### src/rtl/score_sequencer.sv
// ============================================================================
// Module  : score_sequencer
// Brief   : Note-by-note judgement sequencer around an external Scoring unit.
//           Optional consecutive-miss failure enabled by SCORE_SEQ_FAIL_EN.
// Revision: 1.0 - initial release
// ============================================================================
`default_nettype none

module score_sequencer #(
    parameter int T_W         = 20,
    parameter int MISS_WIN    = 188,
    parameter int FAIL_MISSES = 8
) (
    input  logic           clk,
    input  logic           rst_n,
    input  logic           start,
    input  logic [20:0]    total_note,
    input  logic [1:0]     mod,
    input  logic [3:0]     difficulty,
    input  logic [T_W-1:0] game_time,
    input  logic           chart_valid,
    output logic           chart_ready,
    input  logic [T_W-1:0] chart_time,
    input  logic [2:0]     chart_octave,
    input  logic [3:0]     chart_note,
    input  logic [2:0]     chart_len,
    input  logic           hit_valid,
    output logic           hit_ready,
    input  logic [T_W-1:0] hit_time,
    input  logic [2:0]     hit_octave,
    input  logic [3:0]     hit_note,
    input  logic [2:0]     hit_len,
    output logic [T_W-1:0] sc_clock,
    output logic [2:0]     sc_octave,
    output logic [3:0]     sc_note,
    output logic [2:0]     sc_length,
    output logic [T_W-1:0] sc_goal_clock,
    output logic [2:0]     sc_goal_octave,
    output logic [3:0]     sc_goal_note,
    output logic [2:0]     sc_goal_length,
    output logic [20:0]    sc_last_combo,
    output logic [20:0]    sc_now_cnt,
    output logic [20:0]    sc_total_note,
    output logic [1:0]     sc_mod,
    output logic [3:0]     sc_difficutly,
    output logic [23:0]    sc_last_base_score,
    input  logic [20:0]    sc_base,
    input  logic [20:0]    sc_bonus,
    input  logic [20:0]    sc_combo,
    input  logic [20:0]    sc_acc,
    input  logic [2:0]     sc_level,
    output logic [23:0]    total_score,
    output logic [20:0]    combo,
    output logic [20:0]    max_combo,
    output logic [20:0]    note_cnt,
    output logic [20:0]    acc,
    output logic [2:0]     level,
    output logic           busy,
    output logic           done,
    output logic           fail
);

    localparam logic [2:0] c_IDLE   = 3'd0;
    localparam logic [2:0] c_FETCH  = 3'd1;
    localparam logic [2:0] c_WAIT   = 3'd2;
    localparam logic [2:0] c_EVAL   = 3'd3;
    localparam logic [2:0] c_COMMIT = 3'd4;
    localparam logic [2:0] c_END    = 3'd5;
    localparam logic [2:0] c_LEVEL_RST = 3'd6;

    logic [2:0]  r_state;
    logic [23:0] r_base_acc;

    logic [T_W:0]  w_deadline;
    logic          w_timeout;
    logic [24:0]   w_score_sum;
    logic [24:0]   w_base_sum;
    logic [20:0]   w_cnt_inc;
    logic          w_last_note;
    logic          w_start_ok;
    logic          w_fail_now;

    // Extra top bit keeps the late-window deadline from wrapping near the end of time.
    assign w_deadline  = {1'b0, sc_goal_clock} + (T_W+1)'(MISS_WIN);
    assign w_timeout   = {1'b0, game_time} > w_deadline;
    assign w_score_sum = {1'b0, total_score} + 25'(sc_base) + 25'(sc_bonus);
    assign w_base_sum  = {1'b0, r_base_acc} + 25'(sc_base);
    assign w_cnt_inc   = note_cnt + 21'd1;
    assign w_last_note = (w_cnt_inc == sc_total_note);
    assign w_start_ok  = start && ((r_state == c_IDLE) || (r_state == c_END));

    always_ff @(posedge clk or negedge rst_n) begin
        if (!rst_n) begin
            r_state            <= c_IDLE;
            chart_ready        <= 1'b0;
            hit_ready          <= 1'b0;
            busy               <= 1'b0;
            done               <= 1'b0;
            sc_clock           <= '0;
            sc_octave          <= '0;
            sc_note            <= '0;
            sc_length          <= '0;
            sc_goal_clock      <= '0;
            sc_goal_octave     <= '0;
            sc_goal_note       <= '0;
            sc_goal_length     <= '0;
            sc_last_combo      <= '0;
            sc_now_cnt         <= '0;
            sc_total_note      <= '0;
            sc_mod             <= '0;
            sc_difficutly      <= '0;
            sc_last_base_score <= '0;
            r_base_acc         <= '0;
            total_score        <= '0;
            combo              <= '0;
            max_combo          <= '0;
            note_cnt           <= '0;
            acc                <= '0;
            level              <= c_LEVEL_RST;
        end else begin
            case (r_state)
                c_IDLE, c_END: begin
                    if (start) begin
                        r_base_acc    <= '0;
                        total_score   <= '0;
                        combo         <= '0;
                        max_combo     <= '0;
                        note_cnt      <= '0;
                        acc           <= '0;
                        level         <= c_LEVEL_RST;
                        sc_total_note <= total_note;
                        sc_mod        <= mod;
                        sc_difficutly <= difficulty;
                        chart_ready   <= 1'b1;
                        busy          <= 1'b1;
                        done          <= 1'b0;
                        r_state       <= c_FETCH;
                    end
                end
                c_FETCH: begin
                    if (chart_valid && chart_ready) begin
                        sc_goal_clock  <= chart_time;
                        sc_goal_octave <= chart_octave;
                        sc_goal_note   <= chart_note;
                        sc_goal_length <= chart_len;
                        chart_ready    <= 1'b0;
                        hit_ready      <= 1'b1;
                        r_state        <= c_WAIT;
                    end
                end
                c_WAIT: begin
                    if ((hit_valid && hit_ready) || w_timeout) begin
                        sc_last_combo      <= combo;
                        sc_now_cnt         <= w_cnt_inc;
                        sc_last_base_score <= r_base_acc;
                        hit_ready          <= 1'b0;
                        r_state            <= c_EVAL;
                        if (hit_valid && hit_ready) begin
                            sc_clock  <= hit_time;
                            sc_octave <= hit_octave;
                            sc_note   <= hit_note;
                            sc_length <= hit_len;
                        end else begin
                            // Inverted octave guarantees the scorer sees a non-matching note.
                            sc_clock  <= game_time;
                            sc_octave <= ~sc_goal_octave;
                            sc_note   <= sc_goal_note;
                            sc_length <= sc_goal_length;
                        end
                    end
                end
                c_EVAL: begin
                    r_state <= c_COMMIT;
                end
                c_COMMIT: begin
                    total_score <= w_score_sum[24] ? 24'hFF_FFFF : w_score_sum[23:0];
                    r_base_acc  <= w_base_sum[24]  ? 24'hFF_FFFF : w_base_sum[23:0];
                    combo       <= sc_combo;
                    max_combo   <= (sc_combo > max_combo) ? sc_combo : max_combo;
                    note_cnt    <= w_cnt_inc;
                    acc         <= sc_acc;
                    level       <= sc_level;
                    if (w_last_note || w_fail_now) begin
                        done    <= 1'b1;
                        busy    <= 1'b0;
                        r_state <= c_END;
                    end else begin
                        chart_ready <= 1'b1;
                        r_state     <= c_FETCH;
                    end
                end
                default: begin
                    chart_ready <= 1'b0;
                    hit_ready   <= 1'b0;
                    busy        <= 1'b0;
                    r_state     <= c_IDLE;
                end
            endcase
        end
    end

`ifdef SCORE_SEQ_FAIL_EN
    localparam int c_CNT_W = $clog2(FAIL_MISSES + 1);

    logic [c_CNT_W-1:0] r_miss_cnt;
    logic               r_fail;
    logic               w_zero;

    assign w_zero     = (sc_base == 21'd0);
    assign w_fail_now = w_zero && ((32'(r_miss_cnt) + 32'd1) >= 32'(FAIL_MISSES)) &&
                        (sc_mod != 2'b01);
    assign fail       = r_fail;

    always_ff @(posedge clk or negedge rst_n) begin
        if (!rst_n) begin
            r_miss_cnt <= '0;
            r_fail     <= 1'b0;
        end else if (w_start_ok) begin
            r_miss_cnt <= '0;
            r_fail     <= 1'b0;
        end else if (r_state == c_COMMIT) begin
            if (!w_zero) begin
                r_miss_cnt <= '0;
            end else if (r_miss_cnt != c_CNT_W'(FAIL_MISSES)) begin
                r_miss_cnt <= r_miss_cnt + 1'b1;
            end
            if (w_fail_now) begin
                r_fail <= 1'b1;
            end
        end
    end
`else
    logic w_start_unused;

    assign w_start_unused = w_start_ok;
    assign w_fail_now     = 1'b0;
    // FAIL_MISSES is only meaningful in the failure-enabled build.
    assign fail           = (FAIL_MISSES < 0) & w_start_unused;
`endif

endmodule

`default_nettype wire

### config.mk
export PLATFORM = sky130hd
export DESIGN_NAME = score_sequencer
export DESIGN_NICKNAME = d
export VERILOG_FILES = /design/src/rtl/score_sequencer.sv
export SDC_FILE = /design/constraint.sdc
export NUM_CORES = 1
export LEC_CHECK = 0
export BUFFER_PORTS_ARGS = -buffer_cell sky130_fd_sc_hd__buf_4
export CORE_MARGIN = 10
export CORE_UTILIZATION = 40
export CTS_BUF_LIST = sky130_fd_sc_hd__clkbuf_8
export CTS_CLUSTER_SIZE = 28
export DETAILED_ROUTE_END_ITERATION = 12
export PLACE_DENSITY = 0.73
export RECOVER_POWER = 50
export SLEW_MARGIN = 15
export SYNTH_ARGS = -nofsm -noshare
export SYNTH_HDL_FRONTEND = slang
export SYNTH_SLANG_ARGS = --single-unit
### constraint.sdc
create_clock -name clk -period 3.5 [get_ports clk]
set_clock_uncertainty 0.2 [all_clocks]
set_input_delay 0.525 -clock clk [delete_from_list [all_inputs] [get_ports clk]]
set_output_delay 0.525 -clock clk [all_outputs]
set_load 0.005 [all_outputs]
Word-level counts from Yosys, hierarchy flattened
Cells that the tools add are included.

storage, ports and cells
  register bits after elaboration = 295
  input port bits = 199
  output and inout port bits = 269
  word-level logic and storage cells = 102

cells by class
  add/subtract/negate cells = 5
  order comparisons = 2
  equal/unequal tests = 12
  muxes and demuxes = 34
  bitwise gates (word level) = 4
  reductions and logical operators = 19

operators with widths
  operator               number
  $pmux 21 s2            4
  $pmux 24 s2            2
  $mux 24                3
  $add 24x21->25         2
  $mux 21                2
  $add 25x21->25         1
  $add 20x8->21 const B  1
  $add 21x1->21 const B  1
  $eq 21x21->1           1
  $gt 20x21->1           1
  $gt 21x21->1           1
  $mux 3                 7
  $mux 20                1
  $pmux 3 s5             1
  $reduce_and 3->1       5
  $ne 2x2->1 const B     6
  $mux 1                 8
  $reduce_and 2->1       4
  $eq 3x2->1 const B     2
  $eq 3x3->1 const B     2
  $pmux 1 s3             2
  $pmux 3 s2             1
  $mux 4                 1
  $pmux 1 s4             1
  12 further kinds       16

Depth between registers and ports, before layout
Gate-level depths: netlist (run 1).

  depth after elaboration = 5
  mapped depth = 18
  gate-level depth less buffers = 16

Worst setup path after synthesis (run 1)
Ideal clock, no wire load.

  path kind = register -> register
  start point = reg sc_goal_clock[2]
  end point = reg sc_last_combo[20]
  setup time = 125 ps
  arrival = 3455 ps
  data required time = 3175 ps
  path slack = -280 ps
  cell stages (with the launch flop) = 19
  buffers on the path = 2
  clock period less this slack = 3780 ps
  cells stage by stage = dfrtp_1 > inv_1 > ha_1 > or3b_4 > a21oi_4 > or2_4 > nor2_1 > xnor2_1 > ha_1 > a21o_1 > a21o_1 > a21oi_1 > o21ai_0 > a21oi_1 > o31ai_2 > and2_1 > buf_2 > buf_6 > mux2_4

between the ends
  longest elaborated chain between the ends = 4

ends and longest elaborated chain
  item                               RTL line  text
  start, declared                    37        output logic [T_W-1:0] sc_goal_clock,
  start signal, assigned             142       sc_goal_clock <= chart_time;
  $add 20x8->21                      84        assign w_deadline = {1'b0, sc_goal_clock} + (T_W+1)'(MISS_WIN);
  $gt 20x21->1                       85        assign w_timeout = {1'b0, game_time} > w_deadline;
  $logic_or 1x1->1                   152       if ((hit_valid && hit_ready) || w_timeout) begin
  $reduce_and 2->1 (no source line)  -
  end signal, assigned               153       sc_last_combo <= combo;
  end, declared                      41        output logic [20:0] sc_last_combo,

No other way between the ends.
A chain may end at the register's enable or synchronous reset.

Final worst setup path (run 1)
  start point = reg sc_goal_clock[2]
  end point = reg sc_clock[16]

between the ends
  longest elaborated chain between the ends = 4

ends and longest elaborated chain
  item                               RTL line  text
  $add 20x8->21                      84
  $gt 20x21->1                       85
  $logic_or 1x1->1                   152
  $reduce_and 2->1 (no source line)  -
  end signal, assigned               159       sc_clock <= hit_time;
  end signal, assigned               165       sc_clock <= game_time;
  end, declared                      33        output logic [T_W-1:0] sc_clock,

No other way between the ends.

==> summary.txt, run 1 <==
Status
  • Status: finished with violations
  • Failing checks: max-capacitance violations, max-slew violations, negative setup slack

Job
  • Max Cap Violations: 1

Synth
  • Synth Net Count: 2,007
  • Post-Synth Simple-Gate Area: 13.95%
  • Main synth FF type: dfrtp_1
  • Async SR Flop Fraction: 100.0%
  • Sequential area share after synthesis: 44.04%
  • Mapped Area: 16,770 um^2
  • Post-Synth XOR/XNOR Area: 4.850%
  • Mean post-synth cell area: 9.864 um^2
  • Yosys reg bits: 295
  • Mux share of post-synthesis cell area: 7.499%
  • Syn. warnings: 0
  • Area share of fa/ha/maj cells after synthesis: 9.088%
  • Synth Area in Compound Gates: 16.72%
  • Count of cell types in the netlist: 86
  • Mapped Cells: 1,700
  • Main combinational cell family by area after synthesis: compound AO/OA/AOI/OAI gates
  • Post-synth EDFFs: 0

Timing
  • Max-slew violations: 65
  • Hold Vio Cnt, Final: 0
  • Relative slew slack: -9.755%
  • Setup violators final: 96
  • Fin crit period: 3.895 ns
  • RSZ-0062 raised after global routing: yes
  • Fmax: 256.7 MHz
  • Slew @ Worst Pin: 1.646 ns
  • Fin crit share: 111.3%
  • Final setup margin: -0.3952 ns

Floorplanning
  • Die height: 224.7 um
  • Die area: 50,510 um^2
  • Initial core utilization: 40.79%
  • Row count: 74
  • Die width: 224.7 um
  • Core area: 41,110 um^2
  • I/O pins: 468

Clock tree
  • H-tree depth: 2
  • CTS root buf: clkbuf_8
  • Clock sinks: 295
  • Clk slew on worst S/H paths: 0.06 ns
  • CTS Buf Count: 53
  • CTS tree: done
  • Worst-Skew Late Latency: 0.65 ns
  • Clock buffer depth: 3

Detailed routing
  • Final antenna-violating net count: 0
  • Vias: 16,650
  • WL per Instance: 22.88 um
  • DRT iter0 DRCs: 1,353
  • Via density: 5.548
  • Residual DRC count: 0
  • DRT Pass-1 Iters: 6
  • Routed WL: 68,640 um

Placement
  • IO buf count: 466
  • Gpl congestion: 0.9335
  • Post-DP Area: 21,780 um^2
  • Hpwl dp: 48,300 um

Worst setup path
  • Max FO, Critical Path: 8
  • CP Capture Type: register
  • Internal reg-to-reg setup slack: -0.40 ns
  • Crit-path max cell delay: 0.59 ns
  • CP Launch Type: register
  • Setup CP Type: reg2reg
  • Buf/Inv on CP: 4
  • Critical path's slowest cell: or4_4
  • CP Cell Sequence: inv_2 -> ha_4 -> or3b_4 -> a21oi_4 -> or2_4 -> nor2_2 -> xnor2_1 -> ha_1 -> nand4_1 -> nor2_4 -> buf_4 -> a21oi_2 -> buf_4 -> or4_4 -> buf_12 -> o22ai_1 -> a2bb2oi_1
  • Top cell by count, worst path: buf_4
  • Critical Path AT: 4.19 ns
  • Worst path required time: 3.79 ns
  • Crit-path leading delay family: simple AND/OR/NAND/NOR gates

Cells and area
  • Most common cell after layout, fill and taps aside: buf_4
  • Area grow syn2layout: 48.02%
  • Cell area after layout: 24,820 um^2
  • Share of cells above drive strength 1: 33.31%
  • Layout Nets: 2,727
  • Commonest cells after routing, fill and taps aside: 507 x buf_4, 293 x dfrtp_1, 275 x nand2_1

Global routing
  • Initial antenna violation count: 3
  • Vias in the first global route: 17,290
  • Total grt overflow: 0
  • First-pass GRT wire length: 102,800 um
  • Largest net degree at the start of global routing: 69
  • GR Util All Layers: 25.80%

Min path
  • Min-delay worst type: in2reg

Pwr
  • Leakage: 0.01240 uW
  • Total power: 18,190 uW
  • PD cells: 732.9 nW/um^2
  • Peak VDD IR: 0.4536 mV
-- synth_stat cells, types with 9 or more instances --
cell type    n  area, um^2
ha_1        85        1064
a211oi_1    12       90.09
o21a_1      11       82.58
a21o_1      34       255.2
nand4_1     18       112.6
nor3_1      11       55.05
mux2_2      69       777.0
inv_1       58       217.7
fa_1        23       460.4
xnor2_1     48       420.4
nor2_1      74       277.8
a21oi_1    109       545.5
nand2_1    277        1040
o31ai_1     13       97.59
o22ai_1     33       206.5
and4_1      11       96.34
o21ai_0    103       515.5
a31oi_1     37       231.5
buf_2       24       120.1
dfrtp_1    293        7332
a2bb2oi_1   30       262.8
nand3_1     25       125.1
nand2b_1    10       62.56
clkbuf_1    60       225.2
xor2_1      37       324.1
mux2i_1     24       240.2
mux2_4      16       240.2
and3_1      15       93.84
nor4_1       9       56.30
nor2b_1     11       68.82
-- routing by layer --
metal / track usage [%] / up-vias / wire length [um]
li1: - / 7516 / -
met3: 7.079 / 173 / 5720
met5: 0 / - / 0
met2: 43.46 / 770 / 33100
met4: 12.02 / 0 / 3035
met1: 30.11 / 8186 / 26790
-- worst paths after layout --
kind | startpoint | end | cells past startpoint
max | sc_goal_clock[2] | sc_clock[16] | 17
min | game_time[6] | sc_clock[6] | 3
max reg2reg | sc_goal_clock[2] | sc_clock[16] | 17
min reg2reg | sc_difficutly[3] | sc_difficutly[3] | 2
max in group asynchronous | rst_n | sc_total_note[3] | 4
min in group asynchronous | rst_n | sc_goal_clock[17] | 2
-- sequential cells by signal, summed over array words and instances, names as in the netlist, 20 cells and up --
name and cells:
note_cnt 21, sc_clock 20, sc_last_base_score 24, sc_last_combo 21
sc_total_note 21, sc_now_cnt 21, r_base_acc 24, total_score 24
combo 21, max_combo 21, acc 21, sc_goal_clock 20
-- cells by family (layout without fill, tap and decap cells) --
group                      Yosys count  in the layout
and+or+nand+nor                    503            503
muxes                              109            109
DFF                                295            295
AOI/OAI and AO/OA                  442            442
xor gates and xnor gates            88             88
buffers and inverters              154            919
adders and majority gates          108            108
other                                1              4
-- repair_timing --
action	4_1_cts	5_1_grt
setup endpoints to repair	96	111
pin swaps	7	15
resized for setup	68	33
hold buffers	133	0
hold endpoints to repair	207	0
buffers inserted	12	9
cloned	8	2
-- per-stage QoR --
| step | std cells | utilization [%] | setup TNS, ns | hold WS, ns | setup slack (ns) |
|---|---|---|---|---|---|
| after floorplan | 1700 | - | -8.572 | 0.02941 | -0.1441 |
| after global placement | 2737 | 52.97 | -15.34 | 0.2607 | -0.1800 |
| after detailed placement | 2737 | 52.97 | -23.04 | 0.2650 | -0.2631 |
| after CTS | 2989 | 60.32 | -15.71 | 0.0002274 | -0.2250 |
| after global routing | 3000 | 60.38 | -40.91 | 0.03267 | -0.5589 |
| final | 3000 | 60.38 | -26.12 | 0.03840 | -0.3952 |
-- where the power goes --
group | internal [uW] | switching [uW] | leakage (uW)
clock | 1850 | 1580 | 0.000638
combinational | 4580 | 4440 | 0.00791
sequential | 4560 | 1170 | 0.00385
-- final cells by class --
cell class | instances | area (um^2)
antenna | 3 | 7.507
clock buffer | 66 | 908.4
clock inverter | 34 | 207.7
fill | 3324 | 16290
inverter | 59 | 221.5
multi-input combinational | 1251 | 9166
sequential | 295 | 7385
tap | 532 | 665.6
timing repair buffer | 760 | 6259
-- worst min-delay path: stages --
cell and delay [ns]:
buf_4 0.13, o22ai_2 0.09, a2bb2oi_1 0.08
Power figures use the tool's default switching activity.
==> run 2: changes to the inputs <==
HOLD_SLACK_MARGIN = 0.15   (was default)
RECOVER_POWER = 100   (was 50)
==> run 2 against run 1 <==
The run still ends with max-capacitance violations, max-slew violations, negative setup slack left. Setup slack worse by 0.0011 ns. Non-clock buffer count rose by 26. Largest cell class unchanged. Combinational power shrank 0.7%. Design area about the same. Die area did not move. Critical endpoint unchanged. Critical path type unchanged. Flip-flop and latch count did not move. Clock power barely moved.
==> summary.txt, run 2 (synthesized netlist as in run 1, its figures left out) <==
Status
  • Status: finished with violations
  • Failing checks: max-capacitance violations, max-slew violations, negative setup slack

Clock tree
  • CTS tree: done
  • Clock buffer depth: 3
  • Clock sinks: 295
  • CTS Buf Count: 53
  • CTS root buf: clkbuf_8
  • Clk slew on worst S/H paths: 0.06 ns
  • Worst-Skew Late Latency: 0.65 ns
  • H-tree depth: 2

Cells and area
  • Top flop regs: r_base_acc x24, sc_last_base_score x24, total_score x24
  • Commonest cells after routing, fill and taps aside: 358 x buf_4, 293 x dfrtp_1, 275 x nand2_1
  • Fillers: 3,338
  • Area grow syn2layout: 48.13%
  • Share of cells above drive strength 1: 29.87%
  • Layout Nets: 2,753
  • Most common cell after layout, fill and taps aside: buf_4

Detailed routing
  • DRT iter0 DRCs: 1,250
  • DRT Pass-1 Iters: 5
  • Vias: 16,730
  • Final antenna-violating net count: 0
  • Routed WL: 69,680 um
  • Residual DRC count: 0
  • WL per Instance: 23.02 um
  • Via density: 5.528

Global routing
  • Initial antenna violation count: 4
  • Vias in the first global route: 17,490
  • First-pass GRT wire length: 104,200 um
  • Largest net degree at the start of global routing: 69
  • Total grt overflow: 0
  • GR Util All Layers: 26.19%

Floorplanning
  • Die height: 224.7 um
  • Row count: 74
  • Die area: 50,510 um^2
  • Initial core utilization: 40.79%
  • I/O pins: 468
  • Die width: 224.7 um
  • Core area: 41,110 um^2

Worst setup path
  • CP Launch Type: register
  • Max FO, Critical Path: 7
  • Critical Path AT: 4.23 ns
  • Setup CP Type: reg2reg
  • Worst path required time: 3.83 ns
  • CP Capture Type: register

Pwr
  • Leakage: 0.01214 uW
  • PD cells: 729.0 nW/um^2
  • Peak VDD IR: 0.4518 mV

Job
  • Max Cap Violations: 1

Timing
  • Setup violators final: 97
  • Fin crit share: 111.3%
  • Hold Vio Cnt, Final: 0
  • Relative slew slack: -10.45%
  • Slew @ Worst Pin: 1.657 ns
  • Setup TNS: -25.51 ns
  • Max-slew violations: 65
  • RSZ-0062 raised after global routing: yes
  • Fmax: 256.6 MHz
  • Final setup margin: -0.3964 ns
  • Worst hold slack: 0.2313 ns
  • Fin crit period: 3.896 ns

Placement
  • Placement Setup Slack: -0.2631 ns
  • IO buf count: 466
  • Hpwl dp: 48,300 um
  • Gpl congestion: 0.9335

Min path
  • Min-delay worst type: in2reg
run 2: final cells by class:
type / count / area, um^2 / share of cell area, %
diodes: 4 / 10.01 / 0.04030
clock buffers: 66 / 908.4 / 3.657
multi-input cells: 1251 / 9270 / 37.32
inverters: 59 / 221.5 / 0.8916
clock inverters: 34 / 207.7 / 0.8361
well taps: 532 / 665.6 / 2.680
repair buffers: 786 / 6172 / 24.85
flip-flops and latches: 295 / 7385 / 29.73
run 2: routing by layer:
metal / part of all wire [%] / track usage, % / wire length, um
met1: 38 / 30.38 / 26810
met2: 48 / 44.48 / 33520
met3: 8.5 / 7.092 / 5891
met4: 5.0 / 12.04 / 3465
met5: 0 / 0 / 0
run 2: final timing paths:
| kind | endpoint | slack (ns) | cells after the start | from |
|---|---|---|---|---|
| setup / recovery | sc_clock[16] | -0.40 | 20 | sc_goal_clock[2] |
| hold / removal | r_base_acc[0] | 0.23 | 5 | sc_base[0] |
| setup reg to reg | sc_clock[16] | -0.40 | 20 | sc_goal_clock[2] |
| hold reg to reg | sc_difficutly[2] | 0.28 | 2 | sc_difficutly[2] |
| max in group asynchronous | sc_total_note[3] | 0.47 | 4 | rst_n |
| min in group asynchronous | sc_goal_clock[17] | 0.63 | 2 | rst_n |
run 2: per-stage QoR:
step	instances	cell area [um^2]	util, %	power (uW)
after floorplan	1700	16880	-	9857
after global placement	2737	21780	52.97	13740
after detailed placement	2737	21780	52.97	13960
after CTS	3013	25040	60.91	18110
after global routing	3027	24840	60.42	19250
final	3027	24840	60.42	18110
run 2: where the power goes:
group	total (uW)	leakage, uW	internal, uW	switching (uW)
Sequential	5720	0.00385	4560	1160
Combinational	8960	0.00765	4430	4530
Clock	3430	0.000638	1850	1580
run 2: timing repair:
item                                    in CTS  in global routing
setup buffers                               12                 11
endpoints found under the hold margin      404                  0
endpoints found under the setup margin      96                111
gates cloned                                 8                  2
pin swaps                                    7                 22
hold buffers                               157                  0
gates resized for setup                     68                 53
run 2: worst max-delay path: stages, from the launching register on:
cell,delay (ns)
dfrtp_1,0.39
inv_2,0.09
ha_4,0.13
or3b_4,0.39
a21oi_4,0.20
or2_4,0.17
nor2_2,0.04
xnor2_1,0.11
ha_1,0.29
a21o_1,0.12
a21o_1,0.11
a21oi_1,0.06
o21ai_1,0.15
a21oi_2,0.05
buf_4,0.14
o31ai_4,0.24
buf_6,0.15
and2_4,0.20
buf_12,0.16
buf_6,0.15
a2bb2oi_1,0.26
